## src/rtl/adc_cfg_pkg.sv

```systemverilog
// Shared types and constants for the ADC configuration sequencer:
// frame width, FSM state encoding and the default register table.
package adc_cfg_pkg;

  localparam int ADC_FRAME_W  = 40;
  localparam int DEF_NUM_REGS = 8;

  typedef logic [ADC_FRAME_W-1:0] frame_t;

  typedef enum logic [2:0] {
    ST_IDLE,
    ST_FETCH,
    ST_REQ,
    ST_XFER,
    ST_SETTLE,
    ST_READY
  } state_e;

  // Default ADC register image, sent in index order after the init frame.
  localparam frame_t DEF_REG_TABLE [DEF_NUM_REGS] = '{
    40'h00_0000_0001,
    40'h00_0100_0203,
    40'h00_0200_0480,
    40'h00_0300_0010,
    40'h00_0400_00F0,
    40'h00_0500_1234,
    40'h00_0600_0008,
    40'h00_0700_00C3
  };

  // Table lookup; entries past the default image get a recognisable filler
  // word carrying the index so larger NUM_REGS builds stay deterministic.
  function automatic frame_t cfg_rom_word(input logic [5:0] idx);
    frame_t w;
    if (idx < 6'(DEF_NUM_REGS)) w = DEF_REG_TABLE[idx[2:0]];
    else                        w = {8'h80, 2'b00, idx, 24'h00_0000};
    return w;
  endfunction

endpackage

```

## src/rtl/adc_cfg_rom.sv

```systemverilog
// Register table read port: one registered clock of latency, read on demand.
module adc_cfg_rom
  import adc_cfg_pkg::*;
#(
  parameter int IDX_W = 4
) (
  input  logic             clk_i,
  input  logic             rst_n_i,
  input  logic             rd_en_i,
  input  logic [IDX_W-1:0] idx_i,
  output frame_t           data_o
);

  logic [5:0] addr;
  frame_t     data_q;

  assign addr   = 6'(idx_i);
  assign data_o = data_q;

  // Capture the addressed table word when a read is issued.
  always_ff @(posedge clk_i) begin
    if (!rst_n_i)     data_q <= '0;
    else if (rd_en_i) data_q <= cfg_rom_word(addr);
  end

endmodule

```

## src/rtl/adc_cfg_sequencer.sv

```systemverilog
// ADC configuration sequencer: sends a CRC-disable init frame followed by
// the register table through the SPI master's start/busy handshake, with a
// settle gap after each frame. Optional runtime single-register writes are
// enabled by defining ADC_CFG_RUNTIME_WR_EN.
module adc_cfg_sequencer
  import adc_cfg_pkg::*;
#(
  parameter int NUM_REGS      = 8,
  parameter int SETTLE_CYCLES = 16,
  parameter int START_TIMEOUT = 32
) (
  input  logic                   clk_i,
  input  logic                   rst_n_i,
  input  logic                   cfg_go_i,
  output logic                   cfg_done_o,
  output logic                   cfg_err_o,
  output logic                   seq_busy_o,
  output logic                   spi_start_o,
  output logic                   spi_init_o,
  input  logic                   spi_busy_i,
  output logic [ADC_FRAME_W-1:0] spi_data_o
`ifdef ADC_CFG_RUNTIME_WR_EN
  ,
  input  logic                   wr_req_i,
  input  logic [ADC_FRAME_W-1:0] wr_data_i,
  output logic                   wr_ack_o
`endif
);

  localparam int IDX_W = $clog2(NUM_REGS + 1);
  localparam int TO_W  = $clog2(START_TIMEOUT + 1);
  localparam logic [IDX_W-1:0] IDX_END     = IDX_W'(NUM_REGS);
  localparam logic [TO_W-1:0]  TO_LAST     = TO_W'(START_TIMEOUT - 1);
  localparam logic [15:0]      SETTLE_LAST = 16'(SETTLE_CYCLES - 1);

  state_e           state_q, state_d;
  logic [IDX_W-1:0] idx_q, idx_d;
  logic [15:0]      set_cnt_q, set_cnt_d;
  logic [TO_W-1:0]  to_cnt_q, to_cnt_d;
  logic             fetch_ph_q, fetch_ph_d;   // 0: read issued, 1: word ready
  logic             rt_q, rt_d;               // current frame is a runtime write
  frame_t           spi_data_q, spi_data_d;
  logic             spi_init_q, spi_init_d;
  logic             cfg_done_q, cfg_done_d;
  logic             cfg_err_q, cfg_err_d;
  logic             settle_done;
  logic             rom_rd;
  logic             go_acc;
  frame_t           rom_data;

`ifdef ADC_CFG_RUNTIME_WR_EN
  logic             wr_ack_q, wr_ack_d;
  assign wr_ack_o = wr_ack_q;
`endif

  adc_cfg_rom #(.IDX_W(IDX_W)) u_rom (
    .clk_i   (clk_i),
    .rst_n_i (rst_n_i),
    .rd_en_i (rom_rd),
    .idx_i   (idx_q),
    .data_o  (rom_data)
  );

  // The SPI master may still be finishing a frame (it has no reset), so a
  // go is only taken once it is idle.
  assign go_acc      = cfg_go_i & ~spi_busy_i;
  assign spi_start_o = (state_q == ST_REQ);
  assign seq_busy_o  = (state_q != ST_IDLE) && (state_q != ST_READY);
  assign spi_data_o  = spi_data_q;
  assign spi_init_o  = spi_init_q;
  assign cfg_done_o  = cfg_done_q;
  assign cfg_err_o   = cfg_err_q;

  // Next-state and datapath updates for the frame sequencer.
  always_comb begin
    state_d     = state_q;
    idx_d       = idx_q;
    set_cnt_d   = set_cnt_q;
    to_cnt_d    = to_cnt_q;
    fetch_ph_d  = fetch_ph_q;
    rt_d        = rt_q;
    spi_data_d  = spi_data_q;
    spi_init_d  = spi_init_q;
    cfg_done_d  = cfg_done_q;
    cfg_err_d   = cfg_err_q;
    settle_done = 1'b0;
    rom_rd      = 1'b0;
`ifdef ADC_CFG_RUNTIME_WR_EN
    wr_ack_d    = 1'b0;
`endif
    unique case (state_q)
      ST_IDLE, ST_READY: begin
        if (go_acc) begin
          cfg_done_d = 1'b0;
          cfg_err_d  = 1'b0;
          idx_d      = '0;
          spi_init_d = 1'b1;
          spi_data_d = '0;
          rt_d       = 1'b0;
          to_cnt_d   = '0;
          state_d    = ST_REQ;
        end
`ifdef ADC_CFG_RUNTIME_WR_EN
        // A go in the same cycle wins, even if it is refused for busy.
        else if (state_q == ST_READY && wr_req_i && !cfg_go_i) begin
          spi_data_d = wr_data_i;
          spi_init_d = 1'b0;
          rt_d       = 1'b1;
          wr_ack_d   = 1'b1;
          to_cnt_d   = '0;
          state_d    = ST_REQ;
        end
`endif
      end
      ST_FETCH: begin
        if (!fetch_ph_q) begin
          rom_rd     = 1'b1;
          fetch_ph_d = 1'b1;
        end else begin
          spi_data_d = rom_data;
          idx_d      = idx_q + IDX_W'(1);
          fetch_ph_d = 1'b0;
          to_cnt_d   = '0;
          state_d    = ST_REQ;
        end
      end
      ST_REQ: begin
        if (spi_busy_i) begin
          state_d = ST_XFER;
        end else if (to_cnt_q == TO_LAST) begin
          cfg_err_d = 1'b1;
          state_d   = ST_IDLE;
        end else begin
          to_cnt_d = to_cnt_q + TO_W'(1);
        end
      end
      ST_XFER: begin
        if (!spi_busy_i) begin
          spi_init_d = 1'b0;
          if (SETTLE_CYCLES == 0) begin
            settle_done = 1'b1;
          end else begin
            set_cnt_d = '0;
            state_d   = ST_SETTLE;
          end
        end
      end
      ST_SETTLE: begin
        if (set_cnt_q == SETTLE_LAST) settle_done = 1'b1;
        else                          set_cnt_d   = set_cnt_q + 16'd1;
      end
      default: state_d = ST_IDLE;
    endcase

    if (settle_done) begin
      if (rt_q) begin
        rt_d    = 1'b0;
        state_d = ST_READY;
      end else if (idx_q < IDX_END) begin
        fetch_ph_d = 1'b0;
        state_d    = ST_FETCH;
      end else begin
        cfg_done_d = 1'b1;
        state_d    = ST_READY;
      end
    end
  end

  // State and datapath registers with synchronous reset.
  always_ff @(posedge clk_i) begin
    if (!rst_n_i) begin
      state_q    <= ST_IDLE;
      idx_q      <= '0;
      set_cnt_q  <= '0;
      to_cnt_q   <= '0;
      fetch_ph_q <= 1'b0;
      rt_q       <= 1'b0;
      spi_data_q <= '0;
      spi_init_q <= 1'b0;
      cfg_done_q <= 1'b0;
      cfg_err_q  <= 1'b0;
    end else begin
      state_q    <= state_d;
      idx_q      <= idx_d;
      set_cnt_q  <= set_cnt_d;
      to_cnt_q   <= to_cnt_d;
      fetch_ph_q <= fetch_ph_d;
      rt_q       <= rt_d;
      spi_data_q <= spi_data_d;
      spi_init_q <= spi_init_d;
      cfg_done_q <= cfg_done_d;
      cfg_err_q  <= cfg_err_d;
    end
  end

`ifdef ADC_CFG_RUNTIME_WR_EN
  // Acknowledge pulse for a captured runtime write.
  always_ff @(posedge clk_i) begin
    if (!rst_n_i) wr_ack_q <= 1'b0;
    else          wr_ack_q <= wr_ack_d;
  end
`endif

endmodule

```

## config.mk

```make
export PLATFORM = sky130hd
export DESIGN_NAME = adc_cfg_sequencer
export DESIGN_NICKNAME = d
export VERILOG_FILES = /design/src/rtl/adc_cfg_pkg.sv /design/src/rtl/adc_cfg_rom.sv /design/src/rtl/adc_cfg_sequencer.sv
export SDC_FILE = /design/constraint.sdc
export NUM_CORES = 1
export LEC_CHECK = 0
export CELL_PAD_IN_SITES_DETAIL_PLACEMENT = 1
export CELL_PAD_IN_SITES_GLOBAL_PLACEMENT = 1
export CORE_MARGIN = 5
export CORE_UTILIZATION = 36
export DETAILED_ROUTE_END_ITERATION = 10
export PLACE_DENSITY = 0.79
export SLEW_MARGIN = 20
export SYNTH_ARGS = -nofsm -noshare
export SYNTH_HDL_FRONTEND = slang
export SYNTH_SLANG_ARGS = --single-unit
```

## constraint.sdc

```tcl
create_clock -name clk_i -period 2.47 [get_ports clk_i]
set_clock_uncertainty 0.2 [all_clocks]
set_input_delay 0.494 -clock clk_i [delete_from_list [all_inputs] [get_ports clk_i]]
set_output_delay 0.494 -clock clk_i [all_outputs]
set_load 0.02 [all_outputs]
```

==> metrics.md <==
| Metric | Value |
|---|---|
| Total number of cells along the worst setup path | `3` |
| Portion of the post-synthesis area used by sequential elements | `0.406` |
| Final routed wirelength across all metal layers | `7550 µm` |
| Normalized max-slew margin | `0.541` |
| Overall via count from detail_route | `2677` |
| Terminus of the critical flop-to-flop path | `idx_q[2]` |
| Clock tree from TritonCTS | `built` |
| Startpoint type of the worst setup path | `flop` |
| Yosys warning count | `0` |
| Post-detail-place hpwl | `5370 µm` |
| Worst VDD drop | `0.237 mV` |
| Reg-to-reg startpoint | `state_q[0]` |
| Die Wd | `102 µm` |
| Clock input transition at the sequential cells of the worst setup and hold paths | `80 ps` |
| Overall Global Routing Usage | `0.156` |
| Delay of the slowest cell on the worst path | `400 ps` |
| Post-layout worst setup margin | `163 ps` |
| Sinks on Clock Net | `62` |
| Final cell area excluding filler cells | `3600 µm²` |
| Final Hold Viols | `0` |
| Combinational cell fraction of total power | `0.086` |
| Post-layout total power | `2.25 mW` |
| Number of ports placed on the die boundary | `49` |
| Count leader, synth | `dfxtp_1` |
| Worst Path Required | `1780 ps` |
| DP Cell Count | `489` |
| Residual DRC count | `0` |
| Ratio of total power to cell area | `626 nW/µm²` |
| DR vias/cell | `5.30` |
| Count of state elements after synthesis | `62` |
| Switching Fraction | `0.266` |
| Initial Utilization | `0.371` |
| Post-synth top area share | `0.406` |
| Slew at the pin closest to its max-slew limit | `684 ps` |
| Number of global-route vias before repair | `2737` |
| Height of the die | `102 µm` |
| Mean area per synthesized cell | `8.41 µm²` |
| Floorplan core area | `8260 µm²` |
| DRT Pass-1 Iters | `4` |
| Port buffer count | `24` |
| Global route overflow | `0` |
| Slowest stage cell on the critical path | `dfxtp_2` |
| # hold bufs at CTS | `0` |
| Crit path capture | `seq_busy_o` |
| Data arrival time of the worst path | `1610 ps` |
| Async S/R FF share, synth | `0` |
| Mapped Cells | `364` |
| Primary flip-flop cell chosen by synthesis mapping | `dfxtp_1` |
| Clock period minus final worst setup slack | `2310 ps` |
| Top cell family by delay on the critical path | `simple AND/OR/NAND/NOR gates` |
| Largest area contributor in the synthesized netlist | `dfxtp_1` |
| Inserted Diodes | `0` |
| Final Wtd Congestion | `0.788` |
| Switching power total | `0.599 mW` |
| Post-CTS setup buffer count | `0` |
| Number of antenna violations at the first check in global routing | `0` |
| Non-filler cells in the finished layout | `505` |
| Sequential share of power | `0.453` |
| Share of layout cells above drive strength 1 | `0.103` |
| Final Max Tran Viols | `0` |
| Slack of the worst reg-to-reg path | `240 ps` |
| Number of nets in the layout | `405` |
| Power Internal | `1.65 mW` |
| Clock share of power | `0.460` |
| Post-route ant nets | `0` |
| Root Buffer Master | `clkbuf_8` |
| Highest attainable clock frequency | `0.434 GHz` |
| Startpoint-to-endpoint class of the critical path | `reg2out` |
| Worst setup path start | `state_q[2]` |
| Placement Cell Area | `3370 µm²` |
| Maximum clock insertion buffer count | `2` |
| Level count of the clock H-tree | `3` |
| Total setup violations reported at the end of the flow | `0` |
| Max-cap viol count | `0` |
| Kind of capture point of the worst setup path | `primary output` |
| Number of cell rows | `33` |
| Worst-case reg-to-reg path depth | `7` |
| Number of flops mapped to enable cells by yosys | `0` |
| Leakage dissipation | `1.26 nW` |
| Run status | `completed` |
| Fraction of the cycle the final worst path needs | `0.934` |
| Hold Path Class | `reg2reg` |
| Total CTS buffers | `9` |
| Top fanout value on the critical path | `5` |
| Area grow syn2layout | `17.7%` |
| Global-route wire length before repair | `13000 µm` |
| Worst skew pair latency | `340 ps` |
| Maximum number of pins on one net before global-route repair | `31` |
| Synth top cells by count | `dfxtp_1 (62), a21oi_1 (44), nand2_1 (33)` |
| Number of distinct library cell variants in the gate-level netlist after synthesis | `56` |
| Number of buffers and inverters on the critical path | `1` |
| Ordered cell list for the critical path | `and2b_1 -> or3_1 -> dlygate4sd2_1` |
| RSZ-0062 raised after global routing | `no` |
| Drt first-iter violations | `62` |
| Die Area | `10400 µm²` |
| WL/cell | `15.0 µm` |
| Post-synthesis instance area | `3060 µm²` |
| Post-place setup slack | `-15.5 ps` |
| Top area cells in the synthesized netlist | `dfxtp_1 (41%), a21oi_1 (7.2%), buf_4 (6.4%)` |
-- worst reg2reg max path, cell delays in order, from the launching register on --
cell and delay [ps]:
dfxtp_1 470, nor3b_1 340, ha_1 360, inv_2 70, nand2_1 210, buf_4 230, o31ai_1 110, a21oi_1 190
-- cells in the final DEF (no fill, tap or decap), types with 3 or more instances in the layout --
cell and instances:
inv_6 4, nor2_1 13, o21ai_1 4, o21ai_0 22
nand2b_1 7, nand3b_1 4, ha_1 6, clkdlybuf4s50_1 22
and2_1 6, a21oi_1 44, clkbuf_8 9, nor3_1 3
o2bb2ai_1 3, nand4_1 4, nor4_1 5, nand2_1 33
buf_4 15, dfxtp_1 61, o31ai_1 8, nand3_1 15
conb_1 24, inv_1 11, and4_1 3, or2_2 3
mux2i_1 6, nor2b_1 4, or3_1 10, a31oi_1 3
or4_1 6
-- kinds of logic (layout without fill, tap and decap cells) --
family	after synthesis	in the layout	synth area share
simple gates	129	129	0.241
compound gates	102	102	0.198
flops	62	62	0.406
buf+inv	55	68	0.101
mux	7	7	0.0233
fa+ha+maj	6	6	0.0245
xor+xnor	2	2	0.00572
other cells	1	24	0.00123
-- per-stage QoR --
step / util / setup TNS, ps / hold WS [ps]
floorplan: - / 0 / 232
global placement: 0.408 / 0 / 247
detailed placement: 0.408 / -15.5 / 253
CTS: 0.436 / 0 / 267
global route: 0.436 / 0 / 288
finish: 0.436 / 0 / 262
-- worst min path at each step --
stage	cells after the start	from	endpoint	slack, ps
CTS	2	u_rom.data_o[12]	spi_data_o[12]	270
finish	2	u_rom.data_o[5]	spi_data_o[5]	260
detailed placement	2	u_rom.data_o[12]	spi_data_o[12]	250
floorplan	2	u_rom.data_o[5]	spi_data_o[5]	230
global route	2	u_rom.data_o[4]	spi_data_o[4]	290
global placement	2	u_rom.data_o[9]	spi_data_o[9]	250
-- sequential cells by signal, indices dropped and copies added, names as in the netlist, 3 cells and up --
signal,count
set_cnt_q,16
spi_data_o,14
u_rom.data_o,14
to_cnt_q,6
idx_q,4
state_q,3
-- timing repair --
action                     in CTS  in global routing
gates resized for setup         2                  1
cloned                          0                  0
setup endpoints to repair       1                  1
-- layer usage --
layer,vias up,part of all wire,routed length (µm),GRT usage
met5,-,0,0,0
met4,0,0.0049,37,0.0515
met3,4,0.041,311,0.0348
met2,51,0.49,3680,0.260
met1,1296,0.47,3520,0.201
li1,1326,-,-,-
-- layout make-up --
cell class                      instances  area (µm²)
Clock buffer                            9         124
Clock inverter                          7         104
Fill cell                            1015        4660
Inverter                               13        48.8
Multi-Input combinational cell        270        1600
Sequential cell                        62        1240
Tap cell                              105         131
Timing Repair Buffer                   39         354
-- power groups by stage --
stage / sequential, mW / combinational, mW / clock [mW]
after floorplan: 1.04 / 0.158 / 0
after detailed placement: 1.04 / 0.195 / 0
after global routing: 1.02 / 0.217 / 1.11
final: 1.02 / 0.195 / 1.04
after CTS: 1.02 / 0.195 / 1.06
after global placement: 1.04 / 0.191 / 0
No activity file was read; power rests on OpenSTA's default activity.
